**src/rtl/if_win_pkg.sv**
```systemverilog
// rtl/if_win_pkg.sv - shared constants and state encoding for the 5x5 window generator.
package if_win_pkg;
  localparam int K     = 5;
  localparam int PIX_W = 8;
  localparam int PAD   = 2;
  localparam int WIN_W = K * K * PIX_W;

  typedef enum logic [1:0] {
    IDLE = 2'd0,
    FILL = 2'd1,
    RUN  = 2'd2
  } state_t;
endpackage

```
**src/rtl/if_line_buf.sv**
```systemverilog
// rtl/if_line_buf.sv - one grid-row delay line; output is the pixel one row above the input.
module if_line_buf
  import if_win_pkg::*;
#(
  parameter int DEPTH = 28
) (
  input  logic             clk,
  input  logic             en,
  input  logic [PIX_W-1:0] din,
  output logic [PIX_W-1:0] dout
);
  logic [PIX_W-1:0] taps [DEPTH];

  // No reset: every tap is rewritten during the fill rows before it can reach a window.
  always_ff @(posedge clk) begin
    if (en) begin
      taps[0] <= din;
      for (int i = 1; i < DEPTH; i++) taps[i] <= taps[i-1];
    end
  end

  assign dout = taps[DEPTH-1];
endmodule

```
**src/rtl/if_window_gen.sv**
```systemverilog
// rtl/if_window_gen.sv - raster-stream 5x5 window generator feeding the PE IF1..IF25 bus.
// Define IF_WIN_ZERO_PAD_EN for "same" convolution with two-pixel internal zero borders.
module if_window_gen
  import if_win_pkg::*;
#(
  parameter int IMG_W = 28,
  parameter int IMG_H = 28
) (
  input  logic             clk,
  input  logic             rst,
  input  logic             start,
  input  logic             in_valid,
  output logic             in_ready,
  input  logic [PIX_W-1:0] in_pix,
  output logic             win_valid,
  input  logic             win_ready,
  output logic [WIN_W-1:0] win_data,
  output logic [15:0]      win_row,
  output logic [15:0]      win_col,
  output logic             frame_done,
  output logic             busy
);
`ifdef IF_WIN_ZERO_PAD_EN
  localparam int GW = IMG_W + 2 * PAD;
  localparam int GH = IMG_H + 2 * PAD;
`else
  localparam int GW = IMG_W;
  localparam int GH = IMG_H;
`endif
  localparam logic [15:0] GW16 = 16'(GW);
  localparam logic [15:0] GH16 = 16'(GH);
  localparam logic [15:0] KM1  = 16'(K - 1);
  localparam int ROW_W  = K * PIX_W;
  localparam int HIST_W = (K - 1) * PIX_W;

  state_t state, state_nx;
  logic [15:0] gr, gc;
  logic can_step, step, complete, pad;
  logic [PIX_W-1:0] pix;
  logic [PIX_W-1:0] tap   [K-1];
  logic [PIX_W-1:0] lb_in [K-1];
  logic [PIX_W-1:0] col   [K];
  // Only the four newest columns are kept; the oldest falls off on every shift.
  logic [K*HIST_W-1:0] win_hist;
  logic [WIN_W-1:0]    win_nx;

`ifdef IF_WIN_ZERO_PAD_EN
  assign pad = (gr < 16'(PAD)) || (gr >= 16'(IMG_H + PAD)) ||
               (gc < 16'(PAD)) || (gc >= 16'(IMG_W + PAD));
  assign pix = pad ? '0 : in_pix;
`else
  assign pad = 1'b0;
  assign pix = in_pix;
`endif

  assign can_step = ((state == FILL) || (state == RUN)) && (gr < GH16) &&
                    (!win_valid || win_ready);
  assign in_ready = can_step && !pad;
  assign step     = can_step && (pad || in_valid);
  assign complete = (gr >= KM1) && (gc >= KM1);

  assign lb_in[0] = pix;
  for (genvar i = 0; i < K - 1; i++) begin : g_lb
    if (i > 0) begin : g_cascade
      assign lb_in[i] = tap[i-1];
    end
    if_line_buf #(.DEPTH(GW)) u_lb (
      .clk  (clk),
      .en   (step),
      .din  (lb_in[i]),
      .dout (tap[i])
    );
  end

  // Right-hand column, top row first: the deepest tap is four rows above the new pixel.
  always_comb begin
    for (int r = 0; r < K - 1; r++) col[r] = tap[K-2-r];
    col[K-1] = pix;
  end

  always_comb begin
    win_nx = '0;
    for (int r = 0; r < K; r++)
      win_nx[r*ROW_W +: ROW_W] = {col[r], win_hist[r*HIST_W +: HIST_W]};
  end

  always_ff @(posedge clk or posedge rst) begin
    if (rst) state <= IDLE;
    else     state <= state_nx;
  end

  always_comb begin
    state_nx   = state;
    frame_done = 1'b0;
    busy       = (state != IDLE);
    case (state)
      IDLE: if (start) state_nx = FILL;
      FILL: if (gr == KM1) state_nx = RUN;
      RUN: begin
        if (win_valid && win_ready && (win_row == GH16 - 16'(K)) &&
            (win_col == GW16 - 16'(K))) begin
          frame_done = 1'b1;
          state_nx   = IDLE;
        end
      end
      default: state_nx = IDLE;
    endcase
  end

  always_ff @(posedge clk or posedge rst) begin
    if (rst) begin
      gr        <= '0;
      gc        <= '0;
      win_hist  <= '0;
      win_valid <= 1'b0;
      win_data  <= '0;
      win_row   <= '0;
      win_col   <= '0;
    end else begin
      if ((state == IDLE) && start) begin
        gr <= '0;
        gc <= '0;
      end else if (step) begin
        for (int r = 0; r < K; r++)
          win_hist[r*HIST_W +: HIST_W] <= win_nx[r*ROW_W+PIX_W +: HIST_W];
        if (gc == GW16 - 16'd1) begin
          gc <= '0;
          gr <= gr + 16'd1;
        end else begin
          gc <= gc + 16'd1;
        end
      end
      if (step && complete) begin
        win_valid <= 1'b1;
        win_data  <= win_nx;
        win_row   <= gr - KM1;
        win_col   <= gc - KM1;
      end else if (win_ready) begin
        win_valid <= 1'b0;
      end
    end
  end
endmodule

```
**config.mk**
```make
export PLATFORM = sky130hd
export DESIGN_NAME = if_window_gen
export DESIGN_NICKNAME = d
export VERILOG_FILES = /design/src/rtl/if_win_pkg.sv /design/src/rtl/if_line_buf.sv /design/src/rtl/if_window_gen.sv
export SDC_FILE = /design/constraint.sdc
export NUM_CORES = 2
export LEC_CHECK = 0
export CAP_MARGIN = 20
export CORE_ASPECT_RATIO = 2
export CORE_MARGIN = 1.5
export CORE_UTILIZATION = 59
export DETAILED_ROUTE_END_ITERATION = 7
export PLACE_DENSITY_LB_ADDON = 0.1
export SLEW_MARGIN = 20
export SYNTH_ARGS = -nofsm -noshare
export SYNTH_HDL_FRONTEND = slang
export SYNTH_HIERARCHICAL = 1
export SYNTH_SLANG_ARGS = --single-unit
```
**constraint.sdc**
```tcl
create_clock -name clk -period 17.2 [get_ports clk]
set_clock_uncertainty 0.15 [all_clocks]
set_input_delay 3.44 -clock clk [delete_from_list [all_inputs] [get_ports clk]]
set_output_delay 3.44 -clock clk [all_outputs]
set_load 0.05 [all_outputs]
```
Word-level counts from Yosys, hierarchy flattened. Memory sizes are Yosys's and may differ from the RTL's. Index checks and enable logic that the tools add are counted.

Flip-flop bits (word level): 427. Memory bits (writable): 896. Bits of input ports: 13. Output and inout port bits: 236. Word-level logic and storage cells: 65. Memories: 4.

Memories: g_lb[0].u_lb.taps (words 28, width 8, rd ports 28, clocked after Yosys merged registers in 0, wr ports 28, line if_line_buf.sv:12) `logic [PIX_W-1:0] taps [DEPTH];`; g_lb[1].u_lb.taps (words 28, width 8, rd ports 28, clocked after Yosys merged registers in 0, wr ports 28, line if_line_buf.sv:12); g_lb[2].u_lb.taps (words 28, width 8, rd ports 28, clocked after Yosys merged registers in 0, wr ports 28, line if_line_buf.sv:12); g_lb[3].u_lb.taps (words 28, width 8, rd ports 28, clocked after Yosys merged registers in 0, wr ports 28, line if_line_buf.sv:12).

$add $sub $neg: 4. Magnitude comparators: 3. Equality and inequality tests: 9. Mux-type cells: 16. Bitwise operators: 1. Reductions and logical operators: 20.

Operator list (number): two-way mux 16 bit (6); == test 16 x 5 -> 1 bit (second input constant) (3); adder 16 x 1 -> 16 bit (second input constant) (2); >= comparator 16 x 3 -> 1 bit (second input constant) (2); subtractor 16 x 3 -> 16 bit (second input constant) (2); == test 16 x 3 -> 1 bit (second input constant) (1); less-than comparator 16 x 5 -> 1 bit (second input constant) (1); logical AND 1 bit (9); nonzero test 2 bit (4); two-way mux 1 bit (6); two-way mux 2 bit (3); one-hot mux 2 bit (3 select lines) (1); != test 2 x 1 -> 1 bit (second input constant) (2); AND reduction 2 bit (2); AND reduction 3 bit (1); == test 2 x 1 -> 1 bit (second input constant) (1); == test 2 bit (second input constant) (1); logical NOT 2 bit (1); logical OR 1 bit (2); != test 2 bit (second input constant) (1); logical NOT 1 bit (1); inverter 1 bit (1).

Depth between registers and ports, before layout.
Depth after elaboration: 7. Gate-level depth with buffers: 10.

Modules after synthesis. Netlist, hierarchy kept.

By module, submodules not included: if_line_buf (times used 4, cells an instance 232, area each 6786.5 um^2); if_window_gen (times used 1, cells an instance 1549, area each 16975.0 um^2).

Least setup slack after synthesis. Ideal clock, no wire load.

Path kind: input port to flip-flop. Start point: input win_ready. End point: register gr[0]. Data arrival time: 15.750 ns. Path slack: 1.165 ns. Cell stages on the path: 8. Buffers on the path: 2. Cell sequence: nand2b_1 and4_1 clkbuf_1 nand2_1 inv_1 buf_2 nand3_1 o21ai_0.

Word-level cells in the longest chain between the ends: 5.

RTL lines: from (decl) (line if_window_gen.sv:16) `input logic win_ready,`; logical OR 1 bit (line if_window_gen.sv:57) `(!win_valid || win_ready);`; logical AND 1 bit (line if_window_gen.sv:56) `assign can_step = ((state == FILL) || (state == RUN)) && (gr < GH16) &&`; logical AND 1 bit (line if_window_gen.sv:59) `assign step = can_step && (pad || in_valid);`; named net step (line if_window_gen.sv:38) `logic can_step, step, complete, pad;`; nonzero test 2 bit (no line); AND reduction 2 bit (no line); to (signal assigned) (line if_window_gen.sv:128) `gr <= gr + 16'd1;`; to (decl) (line if_window_gen.sv:37) `logic [15:0] gr, gc;`.

The timed path passes the listed nets, and every way through them passes these cells. A chain may end at the register's enable or synchronous reset.

Worst setup path in the final report.
Start point: input win_ready. End point: output frame_done.

Word-level cells in the longest chain between the ends: 5.

RTL lines: logical AND 1 bit (3 in a row) (line if_window_gen.sv:100) `if (win_valid && win_ready && (win_row == GH16 - 16'(K)) &&`; two-way mux 1 bit (line if_window_gen.sv:100); two-way mux 1 bit (line if_window_gen.sv:96) `case (state)`; to (decl) (line if_window_gen.sv:20) `output logic frame_done,`.

Every way passes these cells.

==> impl_metrics.csv <==
group,metric,value,unit
clock_tree,cts_buffer_depth,3,
synthesis,syn-cell-area,44120,sq um
clock_tree,clock_sinks,1323,
timing,worst_pin_slew,1.079,ns
synthesis,ys_ff_latch,1323,
layout,final.fill_count,4843,
pwr,power.share.clock,34.9,%
route,drtIter0Drc,1517,
pwr,seq_power_share,55.6,%
grt,first_global_vias,20430,
layout,area.sequential,37590,sq um
grt,grt_antenna_before_repair,1,
worst_setup_path,cp-end-kind,"output port",
floorplan,initial_core_util,59.69,%
grt,grt_max_degree,199,
clock_tree,clk_pin_slew,0.07,ns
placed_design,gp_congestion,0.7853,
floorplan,die_x,196.4,um
route,routed_wl,72230,um
grt,use_met2,30.93,%
timing,fin_crit_sh,53.28,%
placed_design,dp_hpwl,41890,um
worst_setup_path,r2r_slack,11.65,ns
synthesis,synth_edf_count,896,
clock_tree,cts_tree,"built",
pwr,swShare,23.68,%
synthesis,synth_flop_cell,"edfxtp_1",
timing,setup_viol,0,
layout,nets,2764,
clock_tree,numCtsBuffers,103,
clock_tree,cts_resized,0,
synthesis,syn-num-nets,2505,
floorplan,pin_count,249,
floorplan,die_area,76530,sq um
worst_setup_path,cp.arrival,5.57,ns
clock_tree,cts_setup_buffers,0,
clock_tree,h-tree-depth,3,
layout,diodes,0,
grt,grt_util_met1,28.03,%
grt,grt_busiest_layer,"met2",
synthesis,synth_commonest_cells,"896 x edfxtp_1, 640 x nand2_1, 427 x dfrtp_1",
timing,fmax,109.1,MHz
job,cap_violations,0,
grt,globalRouteTotalUtil,19.79,%
synthesis,syn_inst,2477,
clock_tree,cts_root_buf,"clkbuf_16",
synthesis,avgSynthCellArea,17.81,sq um
pwr,p_sw,1.729,mW
grt,grt_remaining_overflow,0,
layout,drive_gt1_share,12.53,%
route,wl_per_cell,19.24,um
floorplan,num_rows,141,
layout,area_growth_syn_to_layout,15.40,%
route,vias_per_cell,5.327,
layout,fin_util,68.88,%
pwr,pwr-share-comb,9.5,%
synthesis,yosys_warnings,6,
synthesis,yosysUniqueCellTypes,53,
layout,multiInputGateArea,5715,sq um
outcome,status,"complete, no violations",
route,ant_nets,0,
timing,finalCriticalPeriod,9.165,ns
grt,grt_pass1_wl,117100,um
route,drtPass1Iterations,5,
placed_design,place_ws,8.012,ns
worst_hold_path,hold_class,"reg2reg",
timing,hold_slack,0.2577,ns
synthesis,synth_area_leaders,"edfxtp_1 61%, dfrtp_1 24%, nand2_1 5.4%, mux2_2 4.1%, buf_4 0.90%",
pwr,intPower,5.572,mW
pwr,power_density,143.4,nW/um^2
timing,setup-tns-final,0,ns
worst_setup_path,crit_fanout,2,
timing,rsz0062_at_grt,"no",
route,drc,0,
placed_design,io_buffer_count,248,
clock_tree,clkLatencyLatePin,0.68,ns
pwr,p_leak,17.65,nW
timing,finalHoldViolCount,0,
clock_tree,hold_buffers,0,
pwr,fin_total_pwr,7.301,mW
timing,slew_headroom,28.04,%
floorplan,core,73920,sq um
pwr,irDropWorstVdd,0.1089,mV
timing,worst_slack,8.035,ns
synthesis,synth.largest_area_cell,"edfxtp_1",
worst_setup_path,crit_type,"in2out",
synthesis,synth_top_area_share,60.98,%
worst_setup_path,worstPathRequired,13.61,ns
floorplan,die_h,389.7,um
route,dr_total_vias,20000,
grt,grt_util_met3,4.396,%
synthesis,async_reset_ff_share,32.28,%
synthesis,yosysSeqAreaShare,85.20,%
timing,slew_violations,0,
worst_setup_path,startpoint_type,"input pin",
synthesis,synth.most_common_cell,"edfxtp_1",
[final timing paths]
path,end,depth (start not counted),from
max,frame_done,5,win_ready
min,g_lb[2].u_lb/taps[1][11],0,g_lb[2].u_lb/taps[1][3]
max reg2reg,g_lb[0].u_lb/taps[12][7],8,gr[2]
min reg2reg,g_lb[2].u_lb/taps[1][11],0,g_lb[2].u_lb/taps[1][3]
max in group asynchronous,win_data[119],3,rst
min in group asynchronous,win_data[186],2,rst
[state kept, by name (all words and copies together), names as in the netlist]
name,count
gr,16
win_row,16
g_lb.u_lb/taps,896
gc,16
win_data,200
state,2
win_hist,160
win_col,16
win_valid,1
[metal layers]
metal,vias up,share of wire [%]
met3,104,5.5
met5,-,0
met2,442,49
met4,0,2.3
li1,9282,-
met1,10170,43
[through the flow]
stage | instances | instance area [sq um]
2_1_floorplan | 2477 | 44120
3_3_place_gp | 3559 | 47190
3_5_place_dp | 3559 | 47190
4_1_cts | 3753 | 50880
5_1_grt | 3754 | 50910
6_report | 3754 | 50910
[power by group through the flow]
| stage | Combinational (mW) | Clock, mW | Sequential [mW] |
|---|---|---|---|
| floorplan | 0.418 | 0 | 4.40 |
| global placement | 0.686 | 0 | 4.11 |
| detailed placement | 0.711 | 0 | 4.12 |
| CTS | 0.707 | 2.63 | 4.06 |
| global route | 0.762 | 2.74 | 4.10 |
| finish | 0.697 | 2.55 | 4.06 |
[logic make-up (layout without fill, tap and decap cells)]
kind of cell	Yosys count	in the layout	synth area share [%]
AO/OA/AOI/OAI	67	67	0.9359
AND/OR/NAND/NOR	762	762	7.087
flip-flops	1323	1323	85.20
adder cells (fa/ha/maj)	15	15	0.4254
multiplexers	161	161	4.109
buffers and inverters	132	480	1.906
XOR/XNOR	17	17	0.3375
[cells in the final DEF, fill, tap and decap left out, types with 7 or more instances in the layout]
master and instances:
clkdlybuf4s50_1 248, and3_1 7, ha_1 15, inv_1 15, nor4_1 8, xnor2_1 11
mux2_2 161, nor2_1 40, buf_4 16, edfxtp_1 896, and2_1 11, o21ai_0 28
nand3_1 10, clkbuf_1 22, bufinv_16 19, clkbuf_16 107, nor3_1 9, clkinv_2 13
a21oi_1 15, dfrtp_1 427, nand2_1 640, clkinv_1 11
[cell type report]
cell class | instances | area share, %
multi-input cells | 1022 | 11.23
clock inverters | 58 | 1.639
well taps | 929 | 2.283
inverters | 17 | 0.1548
repair buffers | 269 | 5.271
clock buffers | 136 | 5.593
flip-flops and latches | 1323 | 73.83
[worst max-delay path, cell delays in order]
cell and delay (ns):
clkdlybuf4s50_1 0.48, nor4bb_1 0.37, nand4_1 0.19, nor4_1 0.22
clkdlybuf4s50_1 0.86
No activity file was read; power rests on OpenSTA's default activity.
